<file path="config.mk">
export PLATFORM = sky130hd
export DESIGN_NAME = calculator_core
export DESIGN_NICKNAME = d
export VERILOG_FILES = /design/src/rtl/calculator_core.sv
export SDC_FILE = /design/constraint.sdc
export NUM_CORES = 1
export LEC_CHECK = 0
export CAP_MARGIN = 10
export CORE_AREA = 8 8 137 266
export DETAILED_ROUTE_END_ITERATION = 8
export DIE_AREA = 0 0 145 274
export HOLD_SLACK_MARGIN = 0.12
export PLACE_DENSITY = 0.47
export REMOVE_ABC_BUFFERS = 1
export SETUP_SLACK_MARGIN = 0.5
export SLEW_MARGIN = 30
export SYNTH_ARGS = -nofsm -noshare
export SYNTH_HDL_FRONTEND = slang
export SYNTH_SLANG_ARGS = --single-unit
</file>
<file path="constraint.sdc">
create_clock -name clock -period 9.8 [get_ports clock]
set_input_delay 1.96 -clock clock [delete_from_list [all_inputs] [get_ports clock]]
set_output_delay 1.96 -clock clock [all_outputs]
set_load 0.02 [all_outputs]
</file>
<file path="src/rtl/calculator_core.sv">
// =============================================================================
// calculator_core : sign-magnitude hex keypad calculator with shift-add multiply
// Revision        : 1.0
// =============================================================================
`default_nettype none

module calculator_core #(
  parameter int NDIG = 4
) (
  input  logic              clock,
  input  logic              reset,
  input  logic              newkey,
  input  logic [4:0]        keycode,
  output logic [4*NDIG-1:0] value,
  output logic              sign,
  output logic              ovw,
  output logic              busy,
  output logic              key_drop
);

  localparam int W  = 4 * NDIG;
  localparam int CW = $clog2(W);

  localparam logic [2:0] S_ENTRY1 = 3'd0;
  localparam logic [2:0] S_OPWAIT = 3'd1;
  localparam logic [2:0] S_ENTRY2 = 3'd2;
  localparam logic [2:0] S_CALC   = 3'd3;
  localparam logic [2:0] S_RESULT = 3'd4;

  localparam logic [3:0] K_BACK  = 4'h1;
  localparam logic [3:0] K_MULT  = 4'h2;
  localparam logic [3:0] K_SUBT  = 4'h3;
  localparam logic [3:0] K_EQLS  = 4'h4;
  localparam logic [3:0] K_CLEAR = 4'h9;
  localparam logic [3:0] K_ADD   = 4'hA;
  localparam logic [3:0] K_CLRE  = 4'hC;

  logic [2:0]    state, next_state;
  logic          acc_s, o2_s;
  logic [W-1:0]  acc_m, o2_m, entry;
  logic [3:0]    op, next_op;
  logic          is_mul, chain;
  logic [2*W-1:0] mcand, prod;
  logic [W-1:0]  mplier;
  logic [CW-1:0] cnt;

  logic [3:0]    cmd;
  logic          accept, is_digit, is_op, is_eq, is_back, is_clear, is_clre, do_clear;
  logic          entry_full, calc_done;
  logic [W-1:0]  src_m;
  logic          src_s;
  logic [W:0]    sum;
  logic          b_s, as_sign, as_ovw;
  logic [W-1:0]  as_mag;
  logic [2*W-1:0] prod_next;
  logic [W-1:0]  res_m;
  logic          res_s, res_ovw;

  assign cmd        = keycode[3:0];
  assign accept     = newkey && (state != S_CALC);
  assign is_digit   = keycode[4];
  assign is_op      = !keycode[4] && (cmd == K_ADD || cmd == K_MULT || cmd == K_SUBT);
  assign is_eq      = !keycode[4] && (cmd == K_EQLS);
  assign is_back    = !keycode[4] && (cmd == K_BACK);
  assign is_clear   = !keycode[4] && (cmd == K_CLEAR);
  assign is_clre    = !keycode[4] && (cmd == K_CLRE);
  assign do_clear   = is_clear || (is_clre && state == S_RESULT);
  assign entry_full = |entry[W-1:W-4];
  assign calc_done  = !is_mul || (cnt == CW'(W - 1));

  // Second operand captured on the compute-starting key: entry, acc, or the kept one.
  always_comb begin
    src_m = o2_m;
    src_s = o2_s;
    if (state == S_ENTRY2) begin
      src_m = entry;
      src_s = 1'b0;
    end else if (state == S_OPWAIT) begin
      src_m = acc_m;
      src_s = acc_s;
    end
  end

  always_comb begin
    b_s     = o2_s ^ (op == K_SUBT);
    sum     = {1'b0, acc_m} + {1'b0, o2_m};
    as_ovw  = 1'b0;
    as_sign = acc_s;
    as_mag  = sum[W-1:0];
    if (acc_s == b_s) begin
      as_ovw = sum[W];
    end else if (acc_m >= o2_m) begin
      as_mag = acc_m - o2_m;
    end else begin
      as_mag  = o2_m - acc_m;
      as_sign = b_s;
    end
  end

  assign prod_next = prod + (mplier[0] ? mcand : '0);

  always_comb begin
    res_m   = is_mul ? prod_next[W-1:0] : as_mag;
    res_ovw = is_mul ? |prod_next[2*W-1:W] : as_ovw;
    res_s   = (res_m == '0) ? 1'b0 : (is_mul ? (acc_s ^ o2_s) : as_sign);
  end

  always_ff @(posedge clock) begin
    if (!reset) state <= S_ENTRY1;
    else        state <= next_state;
  end

  always_comb begin
    next_state = state;
    case (state)
      S_ENTRY1: if (accept) begin
        if (is_op)      next_state = S_OPWAIT;
        else if (is_eq) next_state = S_RESULT;
      end
      S_OPWAIT: if (accept) begin
        if (is_clear)      next_state = S_ENTRY1;
        else if (is_digit) next_state = S_ENTRY2;
        else if (is_eq)    next_state = S_CALC;
      end
      S_ENTRY2: if (accept) begin
        if (is_clear)            next_state = S_ENTRY1;
        else if (is_op || is_eq) next_state = S_CALC;
      end
      S_RESULT: if (accept) begin
        if (is_clear || is_clre || is_digit || is_back) next_state = S_ENTRY1;
        else if (is_op) next_state = S_OPWAIT;
        else if (is_eq) next_state = S_CALC;
      end
      S_CALC: if (calc_done) next_state = chain ? S_OPWAIT : S_RESULT;
      default: next_state = S_ENTRY1;
    endcase
  end

  always_comb begin
    busy  = (state == S_CALC) && is_mul;
    value = acc_m;
    sign  = acc_s;
    if (state == S_ENTRY1 || state == S_ENTRY2) begin
      value = entry;
      sign  = 1'b0;
    end
  end

  always_ff @(posedge clock) begin
    if (!reset) begin
      acc_m <= '0;  acc_s <= 1'b0;  entry <= '0;
      o2_m  <= '0;  o2_s  <= 1'b0;  op    <= K_ADD;
      next_op <= K_ADD;  is_mul <= 1'b0;  chain <= 1'b0;
      mcand <= '0;  mplier <= '0;  prod <= '0;  cnt <= '0;
      ovw   <= 1'b0;  key_drop <= 1'b0;
    end else begin
      key_drop <= newkey && (state == S_CALC);
      if (state == S_CALC) begin
        if (is_mul) begin
          prod   <= prod_next;
          mcand  <= mcand << 1;
          mplier <= mplier >> 1;
          cnt    <= cnt + 1'b1;
        end
        if (calc_done) begin
          acc_m <= res_m;
          acc_s <= res_s;
          ovw   <= res_ovw;
          if (chain) op <= next_op;
        end
      end else if (accept) begin
        if (do_clear) begin
          acc_m <= '0;  acc_s <= 1'b0;  entry <= '0;
          o2_m  <= '0;  o2_s  <= 1'b0;  op    <= K_ADD;
          ovw   <= 1'b0;
        end else if (is_digit) begin
          case (state)
            S_ENTRY1, S_ENTRY2: if (!entry_full) entry <= {entry[W-5:0], cmd};
            S_OPWAIT: entry <= {{(W-4){1'b0}}, cmd};
            S_RESULT: begin
              acc_m <= '0;
              acc_s <= 1'b0;
              ovw   <= 1'b0;
              entry <= {{(W-4){1'b0}}, cmd};
            end
            default: ;
          endcase
        end else if (is_back) begin
          if (state == S_ENTRY1 || state == S_ENTRY2) begin
            entry <= entry >> 4;
          end else if (state == S_RESULT) begin
            entry <= acc_m >> 4;
            ovw   <= 1'b0;
          end
        end else if (is_clre) begin
          entry <= '0;
        end else if (is_op || is_eq) begin
          if (state == S_ENTRY1) begin
            acc_m <= entry;
            acc_s <= 1'b0;
            if (is_op) op <= cmd;
          end else if (is_op && state != S_ENTRY2) begin
            op <= cmd;
          end else begin
            // Start a compute with the pending operator; chaining lands in OPWAIT.
            o2_m    <= src_m;
            o2_s    <= src_s;
            chain   <= is_op;
            next_op <= cmd;
            is_mul  <= (op == K_MULT);
            prod    <= '0;
            mcand   <= {{W{1'b0}}, acc_m};
            mplier  <= src_m;
            cnt     <= '0;
          end
        end
      end
    end
  end

endmodule

`default_nettype wire

</file>
==> impl_results.md <==
* Status: complete, no violations
* Num CTS Buffers at 17
* Pins Over Slew Limit at 0
* CTS Root Cell: clkbuf_16
* WL final at 46600 um
* Post-CTS setup buffer count at 0
* Htree depth at 4
* Final Power at between 1.5 and 2 mW
* Headroom to the max-slew limit at 30.5%
* Max Cap Viol at 0
* Critical path launch point type: flip-flop
* Residual DRC at 0
* Tmin final at 5.13 ns
* Post-layout util at 38.4%
* Max incr delay on CP at about 0.85 ns
* Min-Delay Path Class: reg2reg
* Pin count of the biggest net entering global routing at 87
* Syn_area_per_cell at 7.40 sq um
* Synth Area in Simple Gates at 22.6%
* Largest family of logic cells by synthesized area: compound AO/OA/AOI/OAI gates
* Critical path class: reg2out
* Share of the synthesized area in the top cell type at 26.2%
* Post-synthesis compound-gate area fraction at about a third
* Distinct cells, synth at 85
* Iteration-0 DRC Markers at 705
* Area contributors post-synth: dfxtp_1 (26%), ha_1 (8.7%), nor2_1 (6.4%)
* Aggregate global routing overflow at 0
* Total vias in the final route at 11700
* Worst-path cell chain: nand2_1, or3_1, buf_4, inv_2, clkdlybuf4s50_1
* Inserted Diodes at 0
* Placer Congestion at 1.04
* CP Data Required Time at between 7 and 8 ns
* CP Capture Type: output port
* Clk slew on worst S/H paths at ~0.08 ns
* I/O pins at 28
* Core area at 32800 sq um
* Pwr dens at 132 nW/um^2
* Worst path slowest cell: dfxtp_1
* RSZ-0062 raised after global routing: false
* Hold buffer count at CTS at 0
* Vias per cell at 6.01
* Yosys Warn Count at 0
* Post-Syn Area at roughly 11000 sq um
* Syn-to-layout area delta at 10.8%
* Cell Rows at 94
* Share of cells above drive strength 1 at 6.35%
* I/O Buffers at 27
* Max Fclk at 195 MHz
* Antenna violations before repair at 0
* Starting Density at 34.6%
* # clock sinks at 149
* Area share of xor/xnor cells in the synthesized design at 2.93%
* HPWL Detailed at 35200 um
* Synth top cells by count: nor2_1 (195), nand2_1 (165), dfxtp_1 (149)
* Finish-stage setup viols at 0
* Detailed-route wire length per cell at 24.0 um
* Dominant synthesized flop cell: dfxtp_1
* Height of the die at 274 um
* Final antenna-violating net count at 0
* First-pass GRT wire length at 71100 um
* Number of synthesized flops with an enable pin at 0
* Cells after Synth at 1535
* Tcrit/Tclk final at 52.4%
* Clk_lat worst skew at about 0.46 ns
* Worst IR Drop VDD at 0.146 mV
* GRT Total Usage at 23.2%
* Fillers at 3483
* Synthesis-stage register bit count at between 100 and 150
* Clk buf depth at 2
* Most common cell in the netlist: nor2_1
* Fraction of registers with async set/reset at 0%
* Dominant cell type by area after synthesis: dfxtp_1
* Leak at 4.81 nW
* PostCTS Resize Cnt at 0
* Seq/Total Area, Yosys at 26.2%
* Nets at around 1600
* Worst-Margin Slew at 1.02 ns
* Die ar. at 39700 sq um
* Crit-path max FO at 19
* Final hold violation count at 0
* Mux cell area share after synthesis at ~1.1%
* Detailed Routing Iterations Pass 1 at 5
* Setup TNS at 0 ns
* Post-synthesis adder-cell area fraction at a little under a tenth
* Worst clock skew at 0.0169 ns
* Die Span X at 145 um
* Vias in the first global route at 11900
* CTS tree: done
* Critical path arrival at 3.17 ns
==> cell families (layout without fill, tap and decap cells) <==
logic type / count (synthesis) / in the layout
AOI/OAI and AO/OA: 532 / 532
xor gates and xnor gates: 38 / 38
adders and majority gates: 83 / 83
buffers and inverters: 162 / 138
DFF: 149 / 149
muxes: 12 / 12
and+or+nand+nor: 559 / 559
==> per-layer routing <==
| metal | track usage, % | wire length (um) | share of wire, % |
|---|---|---|---|
| met1 | 21.6 | 16100 | 34 |
| met2 | 45.7 | 25700 | 55 |
| met3 | 2.79 | 1530 | 3.3 |
| met4 | 17.1 | 3280 | 7.0 |
| met5 | 0 | 0 | 0 |
==> critical path, delay by kind of cell (launching register included) <==
| kind | cells | cell delay, ns |
|---|---|---|
| AND/OR/NAND/NOR | 2 | 0.73 |
| buffers and inverters | 3 | 1.12 |
| flip-flops | 1 | 0.85 |
==> flip-flops by register name, indices dropped and copies added (netlist names), 3 cells and up <==
signal,count
cnt,4
next_op,4
state,3
op,4
mplier,16
prod,32
o2_m,16
mcand,32
acc_m,16
entry,16
==> cells in the final DEF, fill, tap and decap left out, types with 6 or more instances in the layout <==
cell type	synthesis	final
a22oi_1	79	79
o21a_1	12	12
a311oi_1	6	6
inv_1	54	54
nand2b_1	13	13
nand2_1	165	164
nor2_1	195	194
dfxtp_1	149	149
a21o_1	27	27
nor2b_1	12	11
buf_4	1	20
xnor2_1	25	24
nand4_1	12	12
a22o_1	10	10
o21ai_0	96	93
or3_1	6	6
and3_1	12	12
inv_6	0	6
nand3_1	26	26
o211ai_1	12	12
nor3_1	39	37
a211oi_1	23	23
clkdlybuf4s50_1	0	27
a221oi_1	21	21
o221ai_1	7	6
xor2_1	13	13
clkbuf_16	0	17
ha_1	79	79
o31ai_1	12	11
and2_1	37	37
a21oi_1	102	101
mux2i_1	11	11
nor4_1	13	12
o21bai_1	8	8
a31oi_1	41	41
==> per-stage QoR <==
step | setup WS [ns] | cell area (sq um) | std cells | hold slack [ns]
after global placement | 4.20 | 12000 | 1910 | 0.452
final | 4.67 | 12600 | 1943 | 0.466
after detailed placement | 4.07 | 12000 | 1910 | 0.458
after CTS | 4.54 | 12600 | 1942 | 0.471
after global routing | 4.52 | 12600 | 1943 | 0.495
after floorplan | 2.25 | 10900 | 1430 | 0.430
==> where the power goes <==
group          internal [mW]  switching, mW  total (mW)
Sequential             0.614         0.0162       0.630
Clock                  0.363          0.321       0.684
Combinational          0.102          0.251       0.353
==> layout make-up <==
type / count / area [sq um] / share of cell area (%)
Sequential cell: 149 / 2980 / 23.7
Timing Repair Buffer: 49 / 447 / 3.55
Tap cell: 432 / 541 / 4.29
Clock buffer: 17 / 425 / 3.38
Inverter: 57 / 216 / 1.72
Clock inverter: 15 / 160 / 1.27
Multi-Input combinational cell: 1224 / 7830 / 62.1
==> path summary, 6_finish.rpt <==
check / startpoint / to / slack [ns] / cells after the start
max: state[0]$_SDFFE_PN0P_ / busy / 4.67 / 5
min: mplier[1]$_SDFFE_PN0P_ / mplier[0]$_SDFFE_PN0P_ / 0.47 / 2
max reg2reg: acc_m[9]$_SDFFE_PN0P_ / acc_s$_SDFFE_PN0P_ / 5.06 / 12
min reg2reg: mplier[1]$_SDFFE_PN0P_ / mplier[0]$_SDFFE_PN0P_ / 0.47 / 2
Power figures use the tool's default switching activity.
